<file path="src/rtl/alu_pkg.sv">
// Shared widths, select encodings and response record for the ALU sequencer.
package alu_pkg;

  localparam int DATA_W = 16;
  localparam int OP_W   = 3;

  typedef enum logic {
    SEL_ARITH = 1'b0,
    SEL_LOGIC = 1'b1
  } sel_e;

  typedef struct packed {
    logic [DATA_W-1:0] result;
    logic              carry;
    logic              overflow;
  } rsp_t;

endpackage

</file>
<file path="src/rtl/alu_seq_fifo.sv">
// Response FIFO for alu_sequencer: DEPTH entries, head reads zero while empty.
module alu_seq_fifo
  import alu_pkg::*;
#(
  parameter int DEPTH = 2,
  localparam int CW   = $clog2(DEPTH + 1),
  localparam int PW   = (DEPTH > 1) ? $clog2(DEPTH) : 1
) (
  input  logic          clk,
  input  logic          rst_n,
  input  logic          push,
  input  logic          pop,
  input  rsp_t          push_data,
  output rsp_t          head,
  output logic          full,
  output logic          empty,
  output logic [CW-1:0] count
);

  rsp_t          mem [DEPTH];
  logic [PW-1:0] wr_ptr;
  logic [PW-1:0] rd_ptr;

  function automatic logic [PW-1:0] ptr_inc(input logic [PW-1:0] p);
    return (p == PW'(DEPTH - 1)) ? '0 : p + PW'(1);
  endfunction

  always_ff @(posedge clk) begin
    if (push) mem[wr_ptr] <= push_data;
  end

  always_ff @(posedge clk or negedge rst_n) begin
    if (!rst_n) begin
      wr_ptr <= '0;
      rd_ptr <= '0;
      count  <= '0;
    end else begin
      if (push) wr_ptr <= ptr_inc(wr_ptr);
      if (pop)  rd_ptr <= ptr_inc(rd_ptr);
      case ({push, pop})
        2'b10:   count <= count + CW'(1);
        2'b01:   count <= count - CW'(1);
        default: count <= count;
      endcase
    end
  end

  assign empty = (count == '0);
  assign full  = (count == CW'(DEPTH));
  assign head  = empty ? '0 : mem[rd_ptr];

endmodule

</file>
<file path="src/rtl/alu_sequencer.sv">
// Issues requests to an external ALU and buffers its results in order.
// Optional macro ALU_SEQ_CHAIN_EN adds req_chain (reuse previous result as arg1).
module alu_sequencer
  import alu_pkg::*;
#(
  parameter int RSP_DEPTH = 2
) (
  input  logic              clk,
  input  logic              rst_n,
  input  logic              req_valid,
  output logic              req_ready,
  input  logic              req_select,
  input  logic [OP_W-1:0]   req_opcode,
  input  logic [DATA_W-1:0] req_arg1,
  input  logic [DATA_W-1:0] req_arg2,
`ifdef ALU_SEQ_CHAIN_EN
  input  logic              req_chain,
`endif
  output logic              alu_select,
  output logic [OP_W-1:0]   alu_opcode,
  output logic [DATA_W-1:0] alu_arg1,
  output logic [DATA_W-1:0] alu_arg2,
  input  logic [DATA_W-1:0] alu_result,
  input  logic              alu_carry,
  input  logic              alu_overflow,
  output logic              rsp_valid,
  input  logic              rsp_ready,
  output logic [DATA_W-1:0] rsp_result,
  output logic              rsp_carry,
  output logic              rsp_overflow
);

  localparam int CW = $clog2(RSP_DEPTH + 1);

  logic              accept;
  logic              pop;
  logic              exec_pending;
  logic [CW-1:0]     fifo_count;
  logic              fifo_full;
  logic              fifo_empty;
  logic [CW:0]       occupancy;
  logic [DATA_W-1:0] arg1_in;
  rsp_t              push_data;
  rsp_t              head;

  assign pop     = rsp_valid & rsp_ready;
  assign accept  = req_valid & req_ready;

  // Slots already committed (buffered + executing), less the one leaving this cycle.
  assign occupancy = {1'b0, fifo_count} + {{CW{1'b0}}, exec_pending} - {{CW{1'b0}}, pop};
  assign req_ready = occupancy < (CW + 1)'(RSP_DEPTH);

`ifdef ALU_SEQ_CHAIN_EN
  logic [DATA_W-1:0] last_result;

  always_ff @(posedge clk or negedge rst_n) begin
    if (!rst_n)            last_result <= '0;
    else if (exec_pending) last_result <= alu_result;
  end

  // An operation still executing has not reached last_result yet, so forward it.
  assign arg1_in = req_chain ? (exec_pending ? alu_result : last_result) : req_arg1;
`else
  assign arg1_in = req_arg1;
`endif

  always_ff @(posedge clk or negedge rst_n) begin
    if (!rst_n) begin
      alu_select   <= 1'b0;
      alu_opcode   <= '0;
      alu_arg1     <= '0;
      alu_arg2     <= '0;
      exec_pending <= 1'b0;
    end else begin
      exec_pending <= accept;
      if (accept) begin
        alu_select <= req_select;
        alu_opcode <= req_opcode;
        alu_arg1   <= arg1_in;
        alu_arg2   <= req_arg2;
      end
    end
  end

  assign push_data = '{result: alu_result, carry: alu_carry, overflow: alu_overflow};

  alu_seq_fifo #(.DEPTH(RSP_DEPTH)) u_fifo (
    .clk       (clk),
    .rst_n     (rst_n),
    .push      (exec_pending),
    .pop       (pop),
    .push_data (push_data),
    .head      (head),
    .full      (fifo_full),
    .empty     (fifo_empty),
    .count     (fifo_count)
  );

  assign rsp_valid    = ~fifo_empty;
  assign rsp_result   = head.result;
  assign rsp_carry    = head.carry;
  assign rsp_overflow = head.overflow;

  no_overflow_push: assert property (@(posedge clk) disable iff (!rst_n)
    !(exec_pending && fifo_full && !pop));

endmodule

</file>
<file path="config.mk">
export PLATFORM = sky130hd
export DESIGN_NAME = alu_sequencer
export DESIGN_NICKNAME = d
export VERILOG_FILES = /design/src/rtl/alu_pkg.sv /design/src/rtl/alu_seq_fifo.sv /design/src/rtl/alu_sequencer.sv
export SDC_FILE = /design/constraint.sdc
export NUM_CORES = 1
export LEC_CHECK = 0
export BUFFER_PORTS_ARGS = -buffer_cell sky130_fd_sc_hd__buf_2
export CORE_MARGIN = 8
export CORE_UTILIZATION = 49
export DETAILED_ROUTE_END_ITERATION = 12
export PLACE_DENSITY = 0.78
export SYNTH_ARGS = -nofsm -noshare
export SYNTH_HDL_FRONTEND = slang
export SYNTH_HIERARCHICAL = 1
export SYNTH_SLANG_ARGS = --single-unit
</file>
<file path="constraint.sdc">
create_clock -name clk -period 3.6 [get_ports clk]
set_input_delay 0.36 -clock clk [delete_from_list [all_inputs] [get_ports clk]]
set_output_delay 0.36 -clock clk [all_outputs]
set_load 0.01 [all_outputs]
</file>
# Word level (Yosys, flattened, before mapping)
# Memory sizes are Yosys's and may differ from the RTL's.
# Cells that the tools add are included.
# Widths: inputs -> output; s select.
# word_totals
register_bits	41
ram_bits	36
in_bits	58
out_inout_bits	56
wordCells	29
mem_count	1
# mem_list
name	depth	width	read_ports	rd_ports_with_merged_regs	write_ports	line	text
u_fifo.mem	2	18	1	0	1	alu_seq_fifo.sv:20	rsp_t mem [DEPTH];
# classes
add_sub_neg	6
magnitude_cmp	1
n_eq_ne	2
mux	6
n_bitwise	3
reduce_logical	2
# ops
op	count
$mux 18	1
$mux 1	4
$pmux 2 s2	1
$add 2x1->3	1
$lt 3x2->1 const B	1
$sub 3x1->3	1
$add 1x1->1 const B	2
$add 2x1->2 const B	1
$and 1x1->1	2
$eq 2x1->1 const B	1
$eq 2x2->1 const B	1
$logic_not 2->1	1
$reduce_bool 2->1	1
$sub 2x1->2 const B	1
$not 1->1	1

# Logic depth before layout (Yosys ltp)
# logic_depth
depth_word	6
ltp_mapped	11
depth_no_buf	8

# Hierarchy
# Netlist, hierarchy kept.
# modules_own_cells
mod	n_inst	cells_per_inst	area_per_inst_um2	seq_area_each_um2
alu_sequencer	1	86	1586.5	925.9
alu_seq_fifo	1	91	1545.2	1181.1

# Least setup slack after synthesis
# OpenSTA, ideal clock, no wires.
# synth_timing
path_kind	flip-flop to flip-flop
startpoint	reg u_fifo.count[0]
endpoint	reg alu_arg1[10]
setup_ns	0.125
arrival_ns	2.712
required_ns	3.475
path_slack_ns	0.763
path_stages_with_launch	12
n_path_buf	3
synth_period_minus_slack_ns	2.837
path_cell_list	dfrtp_1 -> nor2_2 -> buf_4 -> nor2b_1 -> ha_1 -> nand2b_1 -> fa_1 -> xnor2_1 -> and3_1 -> buf_6 -> buf_12 -> mux2_4
# synth_via
elab_chain_cells	6
word_cells_on_any_way	7
classes_between	2 x add/sub; 1 x order compare; 3 x bitwise; 1 x reduce/logical
# synth_lines
item	line	text
start: declaration	alu_seq_fifo.sv:17	output logic [CW-1:0] count
start signal: assignment	alu_seq_fifo.sv:41	2'b10: count <= count + CW'(1);
start signal: assignment	alu_seq_fifo.sv:42	2'b01: count <= count - CW'(1);
start signal: assignment	alu_seq_fifo.sv:43	default: count <= count;
$logic_not 2->1	alu_seq_fifo.sv:48	assign empty = (count == '0);
net fifo_empty	alu_sequencer.sv:40	logic fifo_empty;
$not 1->1	alu_sequencer.sv:99	assign rsp_valid = ~fifo_empty;
$and 1x1->1	alu_sequencer.sv:46	assign pop = rsp_valid & rsp_ready;
net pop	alu_sequencer.sv:36	logic pop;
$sub 3x1->3	alu_sequencer.sv:50	assign occupancy = {1'b0, fifo_count} + {{CW{1'b0}}, exec_pending} - {{CW{1'b0}}, pop};
$lt 3x2->1	alu_sequencer.sv:51	assign req_ready = occupancy < (CW + 1)'(RSP_DEPTH);
$and 1x1->1	alu_sequencer.sv:47	assign accept = req_valid & req_ready;
end signal: assignment	alu_sequencer.sv:79	alu_arg1 <= arg1_in;
end: declaration	alu_sequencer.sv:21	output logic [DATA_W-1:0] alu_arg1,
# The timed path passes the listed nets, and every way through them passes these cells.
# A chain may end at the register's enable or synchronous reset.

# Final worst setup path
# layout_timing
startpoint	reg u_fifo.count[1]
endpoint	reg alu_arg1[3]
# Same word-level chain as after synthesis.

==> metrics.md <==
| Metric | Value |
|---|---|
| Clock root cell | `clkbuf_8` |
| Power Internal | `0.00241 W` |
| Share of cells above drive strength 1 | `56.5%` |
| Comb power frac | `42.9%` |
| Die H | `95.9 um` |
| Wire length per cell | `16.5 um` |
| Synthesis-to-layout area growth | `25.4%` |
| CTS tree | `yes` |
| Maximum clock path buffer count | `2` |
| Leakage power | `1.84 nW` |
| Worst clock skew | `0.0117 ns` |
| Met2 Track Usage GR | `20.9%` |
| RSZ-0062 raised after global routing | `no` |
| RR Startpoint | `u_fifo/count[1]` |
| Fin. Hold Viols | `0` |
| GRT overflow | `0` |
| Fin util | `62.4%` |
| Crit path kind | `reg -> reg` |
| Period utilization | `82.9%` |
| DR vias/cell | `4.80` |
| Sw Ratio | `32.7%` |
| Post-CTS setup repair buffer count | `0` |
| Pre-CTS WS | `0.611 ns` |
| Syn nets | `237` |
| Die area | `9190 um2` |
| Worst-Margin Slew | `1.02 ns` |
| VDD IR max | `0.000525 V` |
| CTS sink count | `77` |
| Power Density | `915 nW/um2` |
| Rel. slew slack | `31.8%` |
| Worst-path clk slew | `0.07 ns` |
| Startpoint Class | `flip-flop` |
| TritonCTS buffer count | `9` |
| Die W | `95.9 um` |
| Data arrival, critical path | `3.20 ns` |
| Final setup violation count | `0` |
| Detailed Routing Iterations Pass 1 | `4` |
| GRT Max-Usage Layer | `met2` |
| CP Launch Point | `u_fifo/count[1]` |
| Buf+Inv Stages, Crit Path | `1` |
| Drc violations | `0` |
| Nets | `357` |
| Min-Delay Path Class | `in -> async` |
| CTS hold repair buffers | `0` |
| Ports | `114` |
| Core Area | `6280 um2` |
| Insertion delay to the later sink of the worst-skew pair | `0.34 ns` |
| Initial Util | `49.8%` |
| Dpl cell area | `3720 um2` |
| DRT iter0 DRCs | `45` |
| # H-tree levels | `3` |
| Hpwl dp | `4630 um` |
| CP max stage delay | `0.49 ns` |
| Clock power frac | `17.2%` |
| YS warnings | `6` |
| Initial antenna violation count | `0` |
| Setup ws final | `0.616 ns` |
| Post_cts resized | `0` |
| Crit path max-delay family | `simple AND/OR/NAND/NOR gates` |
| Final slew viol count | `0` |
| Register share of total power | `39.9%` |
| Placement Rows | `29` |
| CP endpoint kind | `flip-flop` |
| Met1 Usage GRT | `17.7%` |
| Switch Pwr | `0.00117 W` |
| Crit-path cells | `nor2_2 -> nor2b_1 -> ha_1 -> nand2b_1 -> fa_1 -> xnor2_1 -> and3_2 -> buf_12 -> mux2_2` |
| Final Wtd Congestion | `0.747` |
| Met3 Track Usage GR | `5.77%` |
| Critical-path maximum fanout | `25` |
| Global Route Usage Sum | `14.1%` |
| Tmin final | `2.98 ns` |
| Port Buffers | `113` |
| DR vias | `1,813` |
| Diode count | `0` |
| Max Freq | `335 MHz` |
| Drt total wl | `6220 um` |
| Setup tns final | `0 ns` |
| Max-cap violations | `0` |
| Fillers | `517` |
| Design area | `3920 um2` |
| CP max stage cell | `and3_2` |
| Largest net degree at the start of global routing | `42` |
| Average size of a mapped cell | `17.8 um2` |
| Netlist Area Pre-Place | `3130 um2` |
| Outcome | `complete, no violations` |
| Cells after Synth | `176` |
| Via count of the first global-routing pass | `2,021` |
| CP required | `3.82 ns` |
| Post-DRT Antenna Nets | `0` |
| First-pass GRT wire length | `9790 um` |
==> state kept, by name (all words and copies together) (netlist names) <==
signal and cells:
alu_arg1 16, alu_opcode 3, alu_select 1, u_fifo/wr_ptr 1, alu_arg2 16, u_fifo/rd_ptr 1, u_fifo/count 2, exec_pending 1
u_fifo/mem 36
==> power groups by stage <==
stage          clock network (W)  registers (W)  logic (W)
6_report                0.000618        0.00143    0.00154
5_1_grt                 0.000675        0.00147    0.00168
4_1_cts                 0.000633        0.00143    0.00157
3_5_place_dp                   0        0.00144    0.00157
3_3_place_gp                   0        0.00143    0.00154
2_1_floorplan                  0        0.00148    0.00108
==> placed cells by master (no fill, tap or decap) <==
master      count
and2_2          1
ha_1            2
buf_2         113
xor2_1          3
mux2i_1        18
buf_4           2
nor2_1         20
edfxtp_1       36
clkbuf_16       1
nand2b_1        1
mux2_2          7
xnor2_1         3
clkinv_2        2
clkbuf_8       11
mux2_4         29
inv_1           3
and3_2          1
and2_1          1
fa_1            1
nor2_2          1
clkinvlp_4      1
nor2b_1         1
clkbuf_1        1
dfrtp_1        41
buf_12          1
==> final cells by class <==
class	instances	area, um2	share of cell area (%)
Sequential cell	77	2110	53.8
Multi-Input combinational cell	89	907	23.1
Timing Repair Buffer	116	601	15.3
Clock buffer	13	180	4.60
Tap cell	77	96.3	2.46
Clock inverter	3	17.5	0.447
Inverter	3	11.3	0.287
==> metrics by stage <==
stage               cells  hold WS (ns)  power (W)
floorplan             176        0.0644    0.00256
global placement      362         0.469    0.00297
detailed placement    362         0.475    0.00301
CTS                   378         0.158    0.00364
global route          378         0.191    0.00383
finish                378         0.140    0.00359
==> routing by layer <==
layer,share of wire [%],vias up,wire [um]
met1,44,863,2710
met5,0,-,0
li1,-,859,-
met3,11,9,679
met2,44,82,2740
met4,1.5,0,95
==> worst paths after layout <==
path | to | slack [ns] | depth (start not counted)
setup / recovery | alu_arg1[3] | 0.62 | 9
hold / removal | alu_arg2[2] | 0.14 | 1
setup reg to reg | alu_arg1[3] | 0.62 | 9
hold reg to reg | u_fifo/wr_ptr | 0.49 | 1
max in group asynchronous | alu_arg2[9] | 2.90 | 1
min in group clk | u_fifo/mem[1][6] | 0.21 | 1
==> worst reg2reg max path, stage by stage (launching register included) <==
cell and delay [ns]:
dfrtp_1 0.46, nor2_2 0.06, nor2b_1 0.25, ha_1 0.28, nand2b_1 0.15, fa_1 0.38, xnor2_1 0.18, and3_2 0.49
buf_12 0.27, mux2_2 0.36
(Power assumes the default switching activity.)
